--- src/rtl/uart_pkg.sv ---
// Shared definitions for the parametrised UART: parity encodings, the
// oversampling factor, TX/RX state encodings and the baud divisor helper.
package uart_pkg;

  localparam int PAR_NONE   = 0;
  localparam int PAR_ODD    = 1;
  localparam int PAR_EVEN   = 2;

  localparam int OVERSAMPLE = 16;

  typedef enum logic [2:0] {
    TX_IDLE, TX_START, TX_DATA, TX_PARITY, TX_STOP
  } tx_state_e;

  typedef enum logic [2:0] {
    RX_IDLE, RX_START, RX_DATA, RX_PARITY, RX_STOP
  } rx_state_e;

  // Rounded CLK_HZ / (OVERSAMPLE * BAUD).
  function automatic int calc_div(input int clk_hz, input int baud);
    return (clk_hz + (OVERSAMPLE * baud) / 2) / (OVERSAMPLE * baud);
  endfunction

endpackage

--- src/rtl/uart_baud_gen.sv ---
// Modulo-DIV counter producing a one-cycle tick16 pulse at 16x the line rate.
// Ports:
//   clk    - system clock
//   rst_n  - asynchronous active-low reset
//   clr    - synchronous restart of the count (tick16 is not gated by it)
//   tick16 - high in the last cycle of every DIV-cycle period
module uart_baud_gen #(
  parameter int DIV = 1
) (
  input  logic clk,
  input  logic rst_n,
  input  logic clr,
  output logic tick16
);

  localparam int CW = (DIV > 1) ? $clog2(DIV) : 1;

  logic [CW-1:0] cnt_q, cnt_d;

  always_comb begin
    tick16 = (cnt_q == CW'(DIV - 1));
    cnt_d  = cnt_q + CW'(1);
    if (clr || tick16) cnt_d = '0;
  end

  always_ff @(posedge clk or negedge rst_n) begin
    if (!rst_n) cnt_q <= '0;
    else        cnt_q <= cnt_d;
  end

endmodule

--- src/rtl/uart_param.sv ---
// Parametrised full-duplex UART with 16x oversampled receiver.
// Ports:
//   clk_50m, rst_n          - clock, asynchronous active-low reset
//   data_in, wr_en          - transmit word and request (taken when idle or
//                             on the edge that ends the last stop bit)
//   Tx, Tx_busy             - serial output (idle high), transmitter occupied
//   Rx                      - asynchronous serial input
//   data_out, ready         - last received word, sticky valid flag
//   ready_clr               - clears ready and all error flags
//   frame_err, parity_err, overrun - sticky receive errors
module uart_param
  import uart_pkg::*;
#(
  parameter int CLK_HZ    = 50_000_000,
  parameter int BAUD      = 115_200,
  parameter int DATA_BITS = 8,
  parameter int PARITY    = 0,
  parameter int STOP_BITS = 1
) (
  input  logic                 clk_50m,
  input  logic                 rst_n,
  input  logic [DATA_BITS-1:0] data_in,
  input  logic                 wr_en,
  output logic                 Tx,
  output logic                 Tx_busy,
  input  logic                 Rx,
  output logic [DATA_BITS-1:0] data_out,
  output logic                 ready,
  input  logic                 ready_clr,
  output logic                 frame_err,
  output logic                 parity_err,
  output logic                 overrun
);

  localparam int DIV = calc_div(CLK_HZ, BAUD);
  localparam int DW  = DATA_BITS;
  localparam logic [3:0] OS_LAST = 4'(OVERSAMPLE - 1);

  // ---------------- transmitter ----------------
  tx_state_e      tx_state_q, tx_state_d;
  logic [DW-1:0]  tx_shreg_q, tx_shreg_d;
  logic [2:0]     tx_bit_q, tx_bit_d;
  logic [3:0]     tx_os_q, tx_os_d;
  logic           tx_stop_q, tx_stop_d;
  logic           tx_par_q, tx_par_d;
  logic           tx_q, tx_d;
  logic           busy_q, busy_d;
  logic           tx_tick, tx_bit_end, tx_frame_end, tx_accept;

  uart_baud_gen #(.DIV(DIV)) u_tx_baud (
    .clk(clk_50m), .rst_n(rst_n), .clr(tx_accept), .tick16(tx_tick)
  );

  assign tx_bit_end   = tx_tick && (tx_os_q == OS_LAST);
  assign tx_frame_end = tx_bit_end && (tx_state_q == TX_STOP) &&
                        (tx_stop_q == 1'(STOP_BITS - 1));
  // Accepting on the closing edge of the last stop bit gives gapless frames.
  assign tx_accept    = wr_en && (!busy_q || tx_frame_end);

  always_comb begin
    tx_state_d = tx_state_q;
    tx_shreg_d = tx_shreg_q;
    tx_bit_d   = tx_bit_q;
    tx_os_d    = tx_os_q;
    tx_stop_d  = tx_stop_q;
    tx_par_d   = tx_par_q;
    tx_d       = tx_q;
    busy_d     = busy_q;
    if (tx_state_q != TX_IDLE && tx_tick) tx_os_d = tx_os_q + 4'd1;
    if (tx_accept) begin
      tx_state_d = TX_START;
      tx_shreg_d = data_in;
      tx_par_d   = (PARITY == PAR_ODD) ? ~(^data_in) : ^data_in;
      tx_bit_d   = '0;
      tx_os_d    = '0;
      tx_stop_d  = 1'b0;
      tx_d       = 1'b0;
      busy_d     = 1'b1;
    end else if (tx_bit_end) begin
      case (tx_state_q)
        TX_START: begin
          tx_state_d = TX_DATA;
          tx_d       = tx_shreg_q[0];
        end
        TX_DATA: begin
          if (tx_bit_q == 3'(DW - 1)) begin
            if (PARITY != PAR_NONE) begin
              tx_state_d = TX_PARITY;
              tx_d       = tx_par_q;
            end else begin
              tx_state_d = TX_STOP;
              tx_d       = 1'b1;
            end
          end else begin
            tx_bit_d   = tx_bit_q + 3'd1;
            tx_shreg_d = tx_shreg_q >> 1;
            tx_d       = tx_shreg_q[1];
          end
        end
        TX_PARITY: begin
          tx_state_d = TX_STOP;
          tx_d       = 1'b1;
        end
        TX_STOP: begin
          if (tx_stop_q == 1'(STOP_BITS - 1)) begin
            tx_state_d = TX_IDLE;
            busy_d     = 1'b0;
            tx_d       = 1'b1;
          end else begin
            tx_stop_d  = 1'b1;
          end
        end
        default: tx_state_d = TX_IDLE;
      endcase
    end
  end

  always_ff @(posedge clk_50m or negedge rst_n) begin
    if (!rst_n) begin
      tx_state_q <= TX_IDLE;
      tx_shreg_q <= '0;
      tx_bit_q   <= '0;
      tx_os_q    <= '0;
      tx_stop_q  <= 1'b0;
      tx_par_q   <= 1'b0;
      tx_q       <= 1'b1;
      busy_q     <= 1'b0;
    end else begin
      tx_state_q <= tx_state_d;
      tx_shreg_q <= tx_shreg_d;
      tx_bit_q   <= tx_bit_d;
      tx_os_q    <= tx_os_d;
      tx_stop_q  <= tx_stop_d;
      tx_par_q   <= tx_par_d;
      tx_q       <= tx_d;
      busy_q     <= busy_d;
    end
  end

  assign Tx      = tx_q;
  assign Tx_busy = busy_q;

  // ---------------- receiver ----------------
  rx_state_e      rx_state_q, rx_state_d;
  logic           rx_s1_q, rx_s2_q;
  logic [3:0]     rx_os_q, rx_os_d;
  logic [2:0]     rx_bit_q, rx_bit_d;
  logic [DW-1:0]  rx_shreg_q, rx_shreg_d;
  logic [1:0]     rx_samp_q, rx_samp_d;
  logic           rx_par_q, rx_par_d;
  logic [DW-1:0]  data_out_q, data_out_d;
  logic           ready_q, ready_d;
  logic           ferr_q, ferr_d, perr_q, perr_d, ovr_q, ovr_d;
  logic           rx_tick, rx_fall, rx_vote, rx_mid, rx_end, rx_par_exp;

  uart_baud_gen #(.DIV(DIV)) u_rx_baud (
    .clk(clk_50m), .rst_n(rst_n), .clr(1'b0), .tick16(rx_tick)
  );

  assign rx_fall    = rx_s2_q && !rx_s1_q;
  // Majority of oversamples 7 and 8 (held) and the current sample 9.
  assign rx_vote    = (rx_samp_q[0] & rx_samp_q[1]) | (rx_samp_q[0] & rx_s2_q) |
                      (rx_samp_q[1] & rx_s2_q);
  assign rx_mid     = rx_tick && (rx_os_q == 4'd9);
  assign rx_end     = rx_tick && (rx_os_q == OS_LAST);
  assign rx_par_exp = (PARITY == PAR_ODD) ? ~(^rx_shreg_q) : ^rx_shreg_q;

  always_comb begin
    rx_state_d = rx_state_q;
    rx_os_d    = rx_os_q;
    rx_bit_d   = rx_bit_q;
    rx_shreg_d = rx_shreg_q;
    rx_samp_d  = rx_samp_q;
    rx_par_d   = rx_par_q;
    data_out_d = data_out_q;
    ready_d    = ready_q;
    ferr_d     = ferr_q;
    perr_d     = perr_q;
    ovr_d      = ovr_q;
    if (rx_state_q != RX_IDLE && rx_tick) begin
      rx_os_d = rx_os_q + 4'd1;
      if (rx_os_q == 4'd7) rx_samp_d[0] = rx_s2_q;
      if (rx_os_q == 4'd8) rx_samp_d[1] = rx_s2_q;
    end
    case (rx_state_q)
      RX_IDLE: begin
        if (rx_fall) begin
          rx_state_d = RX_START;
          rx_os_d    = '0;
          rx_bit_d   = '0;
        end
      end
      RX_START: begin
        if (rx_tick && rx_os_q == 4'd8 && rx_s2_q) begin
          rx_state_d = RX_IDLE;
          rx_os_d    = '0;
        end else if (rx_end) begin
          rx_state_d = RX_DATA;
        end
      end
      RX_DATA: begin
        if (rx_mid) rx_shreg_d = {rx_vote, rx_shreg_q[DW-1:1]};
        if (rx_end) begin
          if (rx_bit_q == 3'(DW - 1))
            rx_state_d = (PARITY != PAR_NONE) ? RX_PARITY : RX_STOP;
          else
            rx_bit_d = rx_bit_q + 3'd1;
        end
      end
      RX_PARITY: begin
        if (rx_mid) rx_par_d = rx_vote;
        if (rx_end) rx_state_d = RX_STOP;
      end
      RX_STOP: begin
        // Leave mid stop bit so a following start edge is never missed.
        if (rx_mid) begin
          rx_state_d = RX_IDLE;
          rx_os_d    = '0;
        end
      end
      default: rx_state_d = RX_IDLE;
    endcase
    if (ready_clr) begin
      ready_d = 1'b0;
      ferr_d  = 1'b0;
      perr_d  = 1'b0;
      ovr_d   = 1'b0;
    end
    // Completion is applied after the clear so it wins in the same cycle.
    if (rx_state_q == RX_STOP && rx_mid) begin
      data_out_d = rx_shreg_q;
      ready_d    = 1'b1;
      ferr_d     = ferr_d | !rx_vote;
      perr_d     = perr_d | ((PARITY != PAR_NONE) && (rx_par_q != rx_par_exp));
      ovr_d      = ovr_d | (ready_q && !ready_clr);
    end
  end

  always_ff @(posedge clk_50m or negedge rst_n) begin
    if (!rst_n) begin
      rx_s1_q    <= 1'b1;
      rx_s2_q    <= 1'b1;
      rx_state_q <= RX_IDLE;
      rx_os_q    <= '0;
      rx_bit_q   <= '0;
      rx_shreg_q <= '0;
      rx_samp_q  <= '0;
      rx_par_q   <= 1'b0;
      data_out_q <= '0;
      ready_q    <= 1'b0;
      ferr_q     <= 1'b0;
      perr_q     <= 1'b0;
      ovr_q      <= 1'b0;
    end else begin
      rx_s1_q    <= Rx;
      rx_s2_q    <= rx_s1_q;
      rx_state_q <= rx_state_d;
      rx_os_q    <= rx_os_d;
      rx_bit_q   <= rx_bit_d;
      rx_shreg_q <= rx_shreg_d;
      rx_samp_q  <= rx_samp_d;
      rx_par_q   <= rx_par_d;
      data_out_q <= data_out_d;
      ready_q    <= ready_d;
      ferr_q     <= ferr_d;
      perr_q     <= perr_d;
      ovr_q      <= ovr_d;
    end
  end

  assign data_out   = data_out_q;
  assign ready      = ready_q;
  assign frame_err  = ferr_q;
  assign parity_err = perr_q;
  assign overrun    = ovr_q;

endmodule

--- config.mk ---
export PLATFORM = sky130hd
export DESIGN_NAME = uart_param
export DESIGN_NICKNAME = d
export VERILOG_FILES = /design/src/rtl/uart_pkg.sv /design/src/rtl/uart_baud_gen.sv /design/src/rtl/uart_param.sv
export SDC_FILE = /design/constraint.sdc
export NUM_CORES = 1
export LEC_CHECK = 0
export ABC_CLOCK_PERIOD_IN_PS = 5550
export CORE_MARGIN = 1.5
export CORE_UTILIZATION = 45
export DETAILED_ROUTE_END_ITERATION = 7
export GPL_ROUTABILITY_DRIVEN = 0
export SKIP_CTS_REPAIR_TIMING = 1
export SYNTH_ARGS = -nofsm -noshare
export SYNTH_HDL_FRONTEND = slang
export SYNTH_HIERARCHICAL = 1
export SYNTH_SLANG_ARGS = --single-unit
--- constraint.sdc ---
create_clock -name clk_50m -period 5.55 [get_ports clk_50m]
set_clock_uncertainty 0.1 [all_clocks]
set_input_delay 1.3875 -clock clk_50m [delete_from_list [all_inputs] [get_ports clk_50m]]
set_output_delay 1.3875 -clock clk_50m [all_outputs]
set_load 0.01 [all_outputs]
* Word level (Yosys, flattened, before mapping)
Index checks and enable logic that the tools add are counted.
Word-level totals: flip-flop bits (word level) 64, output and inout bits 14
Cells by class: bitwise logic cells 8, add/subtract/negate cells 6, equal/unequal tests 28, muxes and demuxes 53, reductions and logical operators 39
Operators by type and width (number):
- $mux W3 | 18
- $mux W8 | 4
- $mux W4 | 6
- $mux W1 | 18
- $eq A4 B4 Y1 const B | 4
- $pmux W3 S5 | 1
- $logic_and A1 B1 Y1 | 13
- $eq A3 B2 Y1 const B | 4
- $eq A3 B3 Y1 const B | 4
- $ne A2 B2 Y1 const B | 6
- $pmux W3 S4 | 1
- $pmux W4 S3 | 1
- $reduce_and A3 Y1 | 4
- $reduce_bool A2 Y1 | 6
- $add A5 B1 Y5 const B | 2
- $eq A5 B5 Y1 const B | 2
- $mux W5 | 2
- $add A4 B1 Y4 const B | 2
- $reduce_and A2 Y1 | 4
- $add A3 B1 Y3 const B | 2
- $eq A3 B1 Y1 const B | 2
- $ne A3 B2 Y1 const B | 2
- $pmux W3 S2 | 1
- $reduce_and A6 Y1 | 1
- 13 further kinds | 24

* Logic depth before layout (Yosys ltp)
Gate-level depths: netlist of the first run.
depth after elaboration 8, depth in mapped cells 11

* Cells and area by module
The synthesis of the first run kept the hierarchy.
Modules (own cells, without submodules):
- uart_param | cells each 221, area each 2536.2 sq um, seq. area each 1330.0 sq um, times used 1
- uart_baud_gen | cells each 22, area each 284.0 sq um, seq. area each 125.1 sq um, times used 2

* Worst setup path after synthesis of the first run
No wires, ideal clock.
path kind reg2reg, start point register u_tx_baud.cnt_q[0], end point register tx_shreg_q[0], path slack 3.280 ns, cell stages (with the launch flop) 10, arrival time 2.045 ns, library setup time 0.125 ns, cell sequence dfrtp_1 > inv_1 > ha_1 > and4b_1 > buf_6 > nand4_4 > nor3b_2 > buf_6 > mux2_1 > mux2_4
On the way: word-level cells in the longest chain between the ends 8
Ends and longest elaborated chain:
- from (decl) | line uart_baud_gen.sv:18 | logic [CW-1:0] cnt_q, cnt_d;
- from (signal assigned) | line uart_baud_gen.sv:28 | else cnt_q <= cnt_d;
- $eq A5 B5 Y1 (*) | line uart_baud_gen.sv:21 | tick16 = (cnt_q == CW'(DIV - 1));
- via tx_tick | line uart_param.sv:48 | logic tx_tick, tx_bit_end, tx_frame_end, tx_accept;
- $logic_and A1 B1 Y1 (*) | line uart_param.sv:54 | assign tx_bit_end = tx_tick && (tx_os_q == OS_LAST);
- $logic_and A1 B1 Y1 (2 in series) | line uart_param.sv:55 | assign tx_frame_end = tx_bit_end && (tx_state_q == TX_STOP) &&
- $logic_or A1 B1 Y1 | line uart_param.sv:58 | assign tx_accept = wr_en && (!busy_q || tx_frame_end);
- $logic_and A1 B1 Y1 | line uart_param.sv:58
- $ne A2 B1 Y1 (no line) or $reduce_bool A2 Y1 (tied branches)
- $reduce_and A3 Y1 (no line)
- to (signal assigned) | line uart_param.sv:130 | tx_shreg_q <= tx_shreg_d;
- to (decl) | line uart_param.sv:41 | logic [DW-1:0] tx_shreg_q, tx_shreg_d;
Mark *: on every way through the listed nets, which the timed path passes. The rest lies on a longest branch. A chain may end at the register's enable or synchronous reset.

* Final worst setup path of the first run
start point register u_tx_baud.cnt_q[0], end point register tx_shreg_q[3]
Same word-level chain as after synthesis.

==> results of run 1 <==
[metal layers]
layer | track usage, % | part of all wire, % | up-vias
met5 | 0 | 0 | -
met4 | 6.16 | 1.2 | 0
met3 | 4.62 | 2.9 | 7
met2 | 25.0 | 47 | 23
met1 | 20.1 | 49 | 951
li1 | - | - | 991
[final cells by class]
cell class / instances / area [µm²]
repair buffers: 26 / 253
clock buffers: 12 / 165
inverters: 11 / 41.3
flip-flops and latches: 63 / 1580
well taps: 80 / 100
fillers: 603 / 3090
clock inverters: 3 / 65.1
multi-input cells: 185 / 1430
[cells in the mapped netlist (2+ instances only)]
cell type	n
xor2_1	4
nor2_1	19
clkbuf_1	4
xnor2_1	5
nand2b_1	2
ha_1	12
a21oi_1	11
buf_2	2
nor4_4	4
and4b_1	3
buf_4	2
mux2i_1	3
nand2_1	31
dfrtp_1	60
mux2_1	6
nor3_1	9
buf_6	3
dfstp_2	3
inv_1	10
nand4b_1	2
o31ai_1	2
and4_1	4
mux2_4	7
o21ai_0	6
nand4_1	6
a21bo_2	2
nand3_1	3
nor3b_2	2
o21bai_1	5
mux2_2	12
o31a_1	3
[power breakdown]
part / internal, W / switching, W / total [W]
Clock: 0.000287 / 0.000167 / 0.000454
Combinational: 0.0000129 / 0.0000188 / 0.0000317
Sequential: 0.000463 / 0.00000542 / 0.000469
[placed cells by master (no fill, tap or decap), drive strengths merged, types with 2 or more instances in the layout]
cell,n
o31a,3
clkbuf,12
nand4,7
clkdlybuf4s50,24
xnor2,5
and4b,3
nand2,32
bufinv,2
nor2,19
mux2,25
nand3,3
o21bai,5
conb,6
nand2b,2
and4,4
o31ai,2
nor4,5
a21bo,2
buf,2
ha,12
xor2,4
nor3b,3
a21oi,11
mux2i,3
dfrtp,60
inv,11
o21ai,7
nor3,9
dfstp,3
nand4b,2
[how the worst min path moves through the flow]
stage | startpoint | endpoint | slack, ps | cells after the start
floorplan | rx_s1_q | rx_s2_q | 260 | 0
global placement | rx_s1_q | rx_s2_q | 270 | 0
detailed placement | rx_s1_q | rx_s2_q | 270 | 0
CTS | rx_s1_q | rx_s2_q | 280 | 0
global route | rx_s1_q | rx_s2_q | 290 | 0
finish | rx_s1_q | rx_s2_q | 280 | 0
[state kept, by name (all words and copies together), names as in the netlist, 4 cells and up]
signal / cells
data_out: 8
rx_shreg_q: 8
tx_shreg_q: 8
u_rx_baud/cnt_q: 5
u_tx_baud/cnt_q: 5
rx_os_q: 4
tx_os_q: 4
[cells by family (layout without fill, tap and decap cells)]
kind of cell	count (synthesis)	in the layout	synth area share (%)
AND/OR/NAND/NOR	93	93	18.3
flip-flops	63	63	50.9
AO/OA/AOI/OAI	36	36	8.42
multiplexers	28	28	10.9
buffers and inverters	22	52	3.71
adder cells (fa/ha/maj)	13	13	5.16
XOR/XNOR	9	9	2.54
other	1	6	0.121
[through the flow]
step                      total power [W]  hold WS [ps]  worst slack [ps]
after floorplan                  0.000489           258              3280
after global placement           0.000510           268              2590
after detailed placement         0.000510           268              2570
after CTS                        0.000971           278              2570
after global routing             0.000999           288              2400
final                            0.000954           276              2590
==> metrics.csv, run 1 <==
stage,metric,value,unit
status,status,completed,
grt,grt_pass1_vias,1970,
logic_synthesis,ys.flop_type,dfrtp_1,
logic_synthesis,yosysTopAreaCell,dfrtp_1,
logic_synthesis,async_flop_share,100,%
logic_synthesis,seq_area_frac_synth,50.9,%
grt,grt_pass1_wl,8930,µm
placement,io_buffer_count,25,
final_layout,final_net_count,321,
floorplanning,dieHeight,86.1,µm
sta,setup_viol,0,
critical_path,cp.required,5670,ps
detailed_routing,drt_iter0_markers,70,
critical_path,reg2regPathDepth,7,
clock_network,cts_tree,yes,
detailed_routing,finalWirelength,5110,µm
final_layout,final_cells,380,
power_and_ir_drop,ir_drop,0.000145,V
logic_synthesis,synth_edf_count,0,
logic_synthesis,ys_warn_count,6,
logic_synthesis,synth-seq-cells,63,
sta,finalMaxSlewViolations,0,
logic_synthesis,yosysUniqueCellTypes,49,
critical_path,crit_buf_inv,1,
critical_path,path_depth,7,
placement,placedCellCount,365,
logic_synthesis,synth_top_cell_area_share,48.4,%
final_layout,drive_above_1_share,17.3,%
critical_path,crit_start,u_tx_baud/cnt_q[0],
final_layout,fin_area,3630,µm²
detailed_routing,via_count,1972,
final_layout,final_core_util,54.1,%
clock_network,cts_sinks,63,
floorplanning,row_count,30,
critical_path,r2r-end,tx_shreg_q[3],
power_and_ir_drop,p_leak,1.71,nW
clock_network,clk_path_buf_depth,2,
min_path,hold_class,reg -> reg,
floorplanning,dieWidth,86.1,µm
flow_run,drv_cap,0,
clock_network,h-tree-depth,3,
critical_path,worst-r2r-setup-slack,2590,ps
critical_path,start_kind,flip-flop,
critical_path,crit_family,simple AND/OR/NAND/NOR gates,
critical_path,slowest_stage,nor3b_2,
critical_path,r2r-start,u_tx_baud/cnt_q[0],
final_layout,syn_to_final_growth,17.0,%
sta,final.period_utilization,53.4,%
floorplanning,start_util,46.2,%
detailed_routing,drc,0,
logic_synthesis,synth_area,3100,µm²
grt,grt-ovfl-total,0,
critical_path,worst-endpoint-arrival,3080,ps
detailed_routing,via_per_inst,5.19,
clock_network,numCtsBuffers,9,
logic_synthesis,avgSynthCellArea,11.7,µm²
floorplanning,die-area,7410,µm²
sta,tns,0,ps
floorplanning,core_area,6720,µm²
sta,post-route-min-period,2960,ps
clock_network,insertion_delay,330,ps
critical_path,crit_chain,"inv_1, ha_1, and4b_1, nand4_4, nor3b_2, mux2_2, mux2_4",
critical_path,cp-end-kind,flip-flop,
detailed_routing,antenna_left,0,
power_and_ir_drop,power_density,263,nW/µm²
sta,finalHoldViolCount,0,
placement,hpwl,3420,µm
sta,relSlewSlack,41.4,%
sta,fmax,338,MHz
detailed_routing,post_drt_wl_per_cell,13.4,µm
placement,place_area,3400,µm²
final_layout,antennaDiodeCount,0,
sta,rsz0062_at_grt,false,
sta,tightest_slew,875,ps
critical_path,setup.worst_path.class,reg -> reg,
critical_path,crit_end,tx_shreg_q[3],
grt,grt_max_degree,64,
critical_path,cpPeakStageDelay,760,ps
detailed_routing,dr.pass1.iters,4,
grt,grt_util_all_layers,15.6,%
clock_network,cts_root_buf,clkbuf_8,
grt,antenna_found_initial,0,
clock_network,clk_pin_slew_worst_paths,70,ps
floorplanning,ioPinCount,27,
logic_synthesis,synthCells,265,
critical_path,path_max_fanout,11,
logic_synthesis,synthTopCellsByArea,"dfrtp_1 48%, ha_1 4.8%, mux2_2 4.4%, nand2_1 3.7%, mux2_4 3.4%",
No activity file was read; power rests on OpenSTA's default activity.
==> run 2: changes to the inputs <==
--- a/config.mk
+++ b/config.mk
@@ -5,7 +5,7 @@
 export SDC_FILE = /design/constraint.sdc
 export NUM_CORES = 1
 export LEC_CHECK = 0
-export ABC_CLOCK_PERIOD_IN_PS = 5550
+export ABC_CLOCK_PERIOD_IN_PS = 2800
 export CORE_MARGIN = 1.5
 export CORE_UTILIZATION = 45
 export DETAILED_ROUTE_END_ITERATION = 7
==> constraint.sdc (replaced) <==
create_clock -name clk_50m -period 2.8 [get_ports clk_50m]
set_clock_uncertainty 0.1 [all_clocks]
set_input_delay 0.7 -clock clk_50m [delete_from_list [all_inputs] [get_ports clk_50m]]
set_output_delay 0.7 -clock clk_50m [all_outputs]
set_load 0.01 [all_outputs]
==> run 2 against run 1 <==
Effect of this change:
- sequential share of layout area shrank 0.59 points
- hold slack gained 6.3 ps
- global-route usage grew 0.12 points
- maximum frequency grew 26%
- highest routed layer unchanged
- utilization grew 0.74 points
- clock power grew 100%
==> metrics.csv, run 2 (synthesis gave the netlist of run 1 again) <==
stage,metric,value,unit,change
status,status,completed,,unchanged
clock_network,numCtsBuffers,9,,unchanged
detailed_routing,via_count,2014,,was 1972
detailed_routing,antenna_left,0,,unchanged
sta,tightest_slew,671,ps,was 875 ps
min_path,min_from,rx_s1_q,,unchanged
floorplanning,dieHeight,86.1,µm,unchanged
critical_path,reg2regPathDepth,9,,was 7
detailed_routing,post_drt_wl_per_cell,13.7,µm,was 13.4 µm
final_layout,final_common_cell,dfrtp_1,,unchanged
final_layout,drive_above_1_share,19.0,%,was 17.3%
critical_path,slowest_stage,dfrtp_1,,was nor3b_2
floorplanning,row_count,30,,unchanged
critical_path,worst-endpoint-arrival,2480,ps,was 3080 ps
power_and_ir_drop,p_leak,1.73,nW,was 1.71 nW
clock_network,cts_tree,yes,,unchanged
critical_path,r2r-start,u_tx_baud/cnt_q[0],,unchanged
critical_path,start_kind,flip-flop,,unchanged
sta,fmax,425,MHz,was 338 MHz
critical_path,path_max_fanout,10,,was 11
placement,hpwl,3580,µm,was 3420 µm
sta,finalHoldViolCount,0,,unchanged
clock_network,cts_root_buf,clkbuf_8,,unchanged
final_layout,final_net_count,326,,was 321
critical_path,crit_chain,"inv_1, ha_1, and4b_1, nand4_4, o41ai_4, nand2_4, inv_1, buf_4, nor2_1",,"was inv_1, ha_1, and4b_1, nand4_4, nor3b_2, mux2_2, mux2_4"
critical_path,r2r-end,tx_bit_q[0],,was tx_shreg_q[3]
detailed_routing,finalWirelength,5270,µm,was 5110 µm
final_layout,final_core_util,54.8,%,was 54.1%
floorplanning,start_util,46.2,%,unchanged
detailed_routing,drc,0,,unchanged
grt,grt_pass1_vias,1955,,was 1970
grt,grt_pass1_wl,9060,µm,was 8930 µm
sta,relSlewSlack,55.3,%,was 41.4%
grt,grt_util_all_layers,15.8,%,was 15.6%
sta,final.period_utilization,84.0,%,was 53.4%
clock_network,clk_pin_slew_worst_paths,70,ps,about the same
detailed_routing,via_per_inst,5.22,,was 5.19
sta,post-route-min-period,2350,ps,was 2960 ps
critical_path,setup.worst_path.class,reg -> reg,,unchanged
sta,setup_viol,0,,unchanged
floorplanning,dieWidth,86.1,µm,unchanged
clock_network,insertion_delay,340,ps,was 330 ps
floorplanning,die-area,7410,µm²,unchanged
power_and_ir_drop,ir_drop,0.000282,V,was 0.000145 V
min_path,hold_end,rx_s2_q,,unchanged
detailed_routing,dr.pass1.iters,4,,unchanged
clock_network,cts_sinks,63,,unchanged
grt,grt-ovfl-total,0,,unchanged
floorplanning,ioPinCount,27,,unchanged
critical_path,cpMostUsedCell,inv_1,,
placement,io_buffer_count,25,,unchanged
grt,grt_max_degree,37,,was 64
critical_path,cp.required,2930,ps,was 5670 ps
final_layout,antennaDiodeCount,0,,unchanged
sta,finalMaxSlewViolations,0,,unchanged
flow_run,drv_cap,0,,unchanged
final_layout,syn_to_final_growth,18.6,%,was 17.0%
power_and_ir_drop,power_density,516,nW/µm²,was 263 nW/µm²
detailed_routing,drt_iter0_markers,59,,was 70
grt,antenna_found_initial,0,,unchanged
critical_path,cp-end-kind,flip-flop,,unchanged
sta,tns,0,ps,unchanged
critical_path,worst-r2r-setup-slack,450,ps,was 2590 ps
sta,rsz0062_at_grt,false,,unchanged
min_path,hold_depth,0,,unchanged
final_layout,final_cell_mix,"60 x dfrtp_1, 31 x nand2_1, 24 x clkdlybuf4s50_1, 19 x nor2_1",,unchanged
clock_network,h-tree-depth,3,,unchanged
floorplanning,core_area,6720,µm²,unchanged
min_path,hold_class,reg -> reg,,unchanged
clock_network,clk_path_buf_depth,2,,unchanged
critical_path,cpPeakStageDelay,420,ps,was 760 ps
## run 2: changes by cell type in the layout (fill, tap and decap cells not counted)
cell | previous run | this run
clkinv_2 | 1 | 0
clkbuf_8 | 12 | 10
inv_6 | 0 | 1
buf_12 | 0 | 1
clkinv_4 | 0 | 1
buf_4 | 1 | 5
clkinvlp_4 | 0 | 2
## run 2: final cells by class
type,count,area [µm²]
sequential,63,1580
tap,80,100
clock buffer,10,138
multi-input combinational,185,1430
inverter,11,41.3
fill,559,3040
clock inverter,6,92.6
timing repair buffer,31,303
## run 2: metrics by stage
stage	cells	total power [W]	setup slack, ps	area [µm²]	hold slack (ps)
6_report	386	0.00190	447	3680	282
3_3_place_gp	370	0.00101	515	3450	269
5_1_grt	386	0.00198	285	3680	289
4_1_cts	386	0.00193	425	3680	283
3_5_place_dp	370	0.00101	460	3450	272
2_1_floorplan	270	0.000969	530	3120	258
## run 2: worst max path at each step
stage | startpoint | end | slack, ps | cells after the start
floorplan | u_tx_baud/cnt_q[0] | tx_shreg_q[0] | 530 | 9
global placement | u_tx_baud/cnt_q[0] | tx_state_q[1] | 520 | 9
detailed placement | u_tx_baud/cnt_q[0] | tx_bit_q[0] | 460 | 9
CTS | u_tx_baud/cnt_q[0] | tx_bit_q[0] | 430 | 9
global route | u_tx_baud/cnt_q[0] | tx_bit_q[0] | 280 | 9
finish | u_tx_baud/cnt_q[0] | tx_bit_q[0] | 450 | 9
## run 2: critical path: cells and delay by family, from the launching register on
family          cells  cell delay, ps
fa+ha+maj           1             130
compound gates      1             350
buf+inv             3             520
flops               1             420
simple gates        4             720
## run 2: power by group
| part | total, W | internal (W) | switching, W | leakage [nW] |
|---|---|---|---|---|
| Combinational | 0.0000659 | 0.0000274 | 0.0000385 | 0.788 |
| Sequential | 0.000929 | 0.000918 | 0.0000110 | 0.832 |
| Clock | 0.000906 | 0.000530 | 0.000376 | 0.109 |
| Total | 0.00190 | 0.00148 | 0.000426 | 1.73 |
## run 2: routing by layer
metal	track usage [%]	routed length, µm	up-vias
met3	4.72	177	4
met5	0	0	-
li1	-	-	1006
met2	23.9	2490	29
met1	21.3	2570	975
met4	6.16	40	0
==> run 3: changes to the inputs <==
--- a/config.mk
+++ b/config.mk
@@ -5,11 +5,12 @@
 export SDC_FILE = /design/constraint.sdc
 export NUM_CORES = 1
 export LEC_CHECK = 0
-export ABC_CLOCK_PERIOD_IN_PS = 2800
+export ABC_CLOCK_PERIOD_IN_PS = 2000
 export CORE_MARGIN = 1.5
 export CORE_UTILIZATION = 45
 export DETAILED_ROUTE_END_ITERATION = 7
 export GPL_ROUTABILITY_DRIVEN = 0
+export PLACE_DENSITY = 0.67
 export SKIP_CTS_REPAIR_TIMING = 1
 export SYNTH_ARGS = -nofsm -noshare
 export SYNTH_HDL_FRONTEND = slang
==> constraint.sdc (replaced) <==
create_clock -name clk_50m -period 2 [get_ports clk_50m]
set_clock_uncertainty 0.1 [all_clocks]
set_input_delay 0.5 -clock clk_50m [delete_from_list [all_inputs] [get_ports clk_50m]]
set_output_delay 0.5 -clock clk_50m [all_outputs]
set_load 0.01 [all_outputs]
==> run 3 against run 2 <==
Effect of this change:
- combinational power rose by 61%
- critical path type unchanged
- utilization grew 3.0 points
- power grew 24%
- largest power group unchanged
- sequential power grew 40%
- non-clock buffer count is 22 higher
- wire length up 6.4%
- first-iteration DRC count shrank 15%
- clock-buffer cell count down 1
- the flow now finishes with violations (negative setup slack)
- clock power is 6.2% higher
==> metrics.csv, run 3 (synthesis gave the netlist of run 1 again) <==
stage,metric,value,unit,change
status,status,finished with violations,,was completed
status,violations,negative setup slack,,
placement,place_area,3640,µm²,was 3450 µm²
placement,hpwl,3870,µm,was 3580 µm
detailed_routing,dr.pass1.iters,4,,unchanged
critical_path,crit_start,tx_bit_q[0],,was u_tx_baud/cnt_q[0]
grt,antenna_found_initial,0,,unchanged
critical_path,path_max_fanout,4,,was 10
power_and_ir_drop,power,0.00236,W,was 0.00190 W
clock_network,numCtsBuffers,9,,unchanged
detailed_routing,finalWirelength,5610,µm,was 5270 µm
critical_path,slowest_stage,dfrtp_1,,unchanged
final_layout,drive_above_1_share,29.0,%,was 19.0%
critical_path,crit_family,multiplexers,,was simple AND/OR/NAND/NOR gates
power_and_ir_drop,swShare,24.8,%,was 22.4%
critical_path,cpMostUsedCell,ha_1,,was inv_1
power_and_ir_drop,p_int,0.00178,W,was 0.00148 W
floorplanning,die-area,7410,µm²,unchanged
detailed_routing,antenna_left,0,,unchanged
sta,finalHoldViolCount,0,,unchanged
floorplanning,start_util,46.2,%,unchanged
power_and_ir_drop,ir_drop,0.000338,V,was 0.000282 V
final_layout,syn_to_final_growth,25.2,%,was 18.6%
detailed_routing,via_count,2150,,was 2014
critical_path,cp-end-kind,flip-flop,,unchanged
power_and_ir_drop,pwr-share-seq,54.8,%,was 48.9%
power_and_ir_drop,clkPwrFrac,40.7,%,was 47.7%
sta,finalMaxSlewViolations,0,,unchanged
final_layout,final_common_cell,dfrtp_1,,unchanged
floorplanning,ioPinCount,27,,unchanged
floorplanning,dieHeight,86.1,µm,unchanged
floorplanning,dieWidth,86.1,µm,unchanged
critical_path,setup.worst_path.class,reg -> reg,,unchanged
floorplanning,row_count,30,,unchanged
critical_path,cpPeakStageDelay,380,ps,was 420 ps
detailed_routing,drc,0,,unchanged
critical_path,crit_buf_inv,1,,was 3
critical_path,reg2regPathDepth,7,,was 9
critical_path,worst-endpoint-arrival,2310,ps,was 2480 ps
power_and_ir_drop,power_density,608,nW/µm²,was 516 nW/µm²
grt,grt-ovfl-total,0,,unchanged
final_layout,final_cell_mix,"60 x dfrtp_1, 31 x nand2_1, 23 x clkdlybuf4s50_1, 23 x buf_4, 19 x nor2_1",,"was 60 x dfrtp_1, 31 x nand2_1, 24 x clkdlybuf4s50_1, 19 x nor2_1"
final_layout,antennaDiodeCount,0,,unchanged
detailed_routing,post_drt_wl_per_cell,13.7,µm,about the same
power_and_ir_drop,p_leak,1.83,nW,was 1.73 nW
clock_network,cts_root_buf,clkbuf_8,,unchanged
sta,final.period_utilization,109,%,was 84.0%
final_layout,fin_area,3890,µm²,was 3680 µm²
grt,grt_max_degree,64,,was 37
critical_path,start_kind,flip-flop,,unchanged
sta,post-route-min-period,2180,ps,was 2350 ps
flow_run,drv_cap,0,,unchanged
critical_path,r2r-start,tx_bit_q[0],,was u_tx_baud/cnt_q[0]
detailed_routing,drt_iter0_markers,50,,was 59
critical_path,cp.required,2130,ps,was 2930 ps
min_path,hold_class,in -> async,,was reg -> reg
sta,fin_ws,-180,ps,was 447 ps
floorplanning,core_area,6720,µm²,unchanged
clock_network,clk_pin_slew_worst_paths,70,ps,about the same
critical_path,crit_chain,"ha_1, ha_1, nor3b_2, nor3b_4, buf_6, mux2_2, mux2_4",,"was inv_1, ha_1, and4b_1, nand4_4, o41ai_4, nand2_4, inv_1, buf_4, nor2_1"
final_layout,final_cells,408,,was 386
grt,grt_util_all_layers,16.9,%,was 15.8%
sta,fmax,459,MHz,was 425 MHz
critical_path,crit_end,tx_shreg_q[3],,was tx_bit_q[0]
sta,setup_viol,22,,was 0
sta,rsz0062_at_grt,true,,was false
clock_network,clk_path_buf_depth,2,,unchanged
critical_path,worst-r2r-setup-slack,-180,ps,was 450 ps
placement,placedCellCount,391,,was 370
clock_network,h-tree-depth,3,,unchanged
final_layout,final_net_count,348,,was 326
grt,grt_pass1_wl,9690,µm,was 9060 µm
clock_network,insertion_delay,340,ps,about the same
power_and_ir_drop,switchingPower,0.000586,W,was 0.000426 W
power_and_ir_drop,p_comb_share,4.5,%,was 3.5%
detailed_routing,via_per_inst,5.27,,was 5.22
clock_network,cts_tree,yes,,unchanged
clock_network,cts_sinks,63,,unchanged
critical_path,r2r-end,tx_shreg_q[3],,was tx_bit_q[0]
grt,grt_pass1_vias,2119,,was 1955
critical_path,path_depth,7,,was 9
placement,io_buffer_count,25,,unchanged
run 3: changes by cell type in the layout (fill, tap and decap cells not counted), sizes merged:
cell / before / now
dlymetal6s2s: 0 / 1
buf: 7 / 29
clkbuf: 10 / 9
clkdlybuf4s50: 24 / 23
bufinv: 2 / 0
clkinvlp: 2 / 3
clkinv: 1 / 4
inv: 12 / 11
run 3: cell type report:
type	count	area, µm²
Multi-Input combinational cell	185	1510
Tap cell	80	100
Timing Repair Buffer	53	485
Inverter	11	41.3
Clock inverter	7	50.0
Fill cell	556	2830
Sequential cell	63	1580
Clock buffer	9	124
run 3: worst min-delay path by stage:
stage | from | slack [ps] | cells past startpoint | end
floorplan | rst_n | 100 | 0 | Tx_busy
global placement | rx_s1_q | 270 | 0 | rx_s2_q
detailed placement | rx_s1_q | 270 | 0 | rx_s2_q
CTS | rst_n | 60 | 2 | tx_state_q[2]
global route | rst_n | 70 | 2 | tx_state_q[2]
finish | rst_n | 50 | 2 | tx_state_q[1]
run 3: per-layer routing:
metal | part of all wire, % | track usage, % | vias up
met5 | 0 | 0 | -
met4 | 0.93 | 6.60 | 0
met3 | 3.5 | 4.62 | 6
met2 | 48 | 27.3 | 41
met1 | 47 | 21.9 | 1049
li1 | - | - | 1054
run 3: power groups by stage:
| stage | clock (W) | sequential [W] | combinational [W] |
|---|---|---|---|
| after global routing | 0.00106 | 0.00130 | 0.000121 |
| after detailed placement | 0 | 0.00132 | 0.000106 |
| after global placement | 0 | 0.00132 | 0.000104 |
| after floorplan | 0 | 0.00132 | 0.0000405 |
| final | 0.000962 | 0.00130 | 0.000106 |
| after CTS | 0.00101 | 0.00130 | 0.000106 |
run 3: metrics by stage:
stage / setup WS, ps / utilization, % / hold slack [ps] / setup TNS (ps)
6_report: -180 / 57.8 / 52.1 / -2730
5_1_grt: -300 / 57.8 / 72.2 / -6370
4_1_cts: -206 / 56.8 / 58.3 / -3290
3_5_place_dp: -164 / 54.2 / 269 / -2610
3_3_place_gp: -133 / 54.2 / 267 / -2100
2_1_floorplan: -264 / - / 104 / -2410
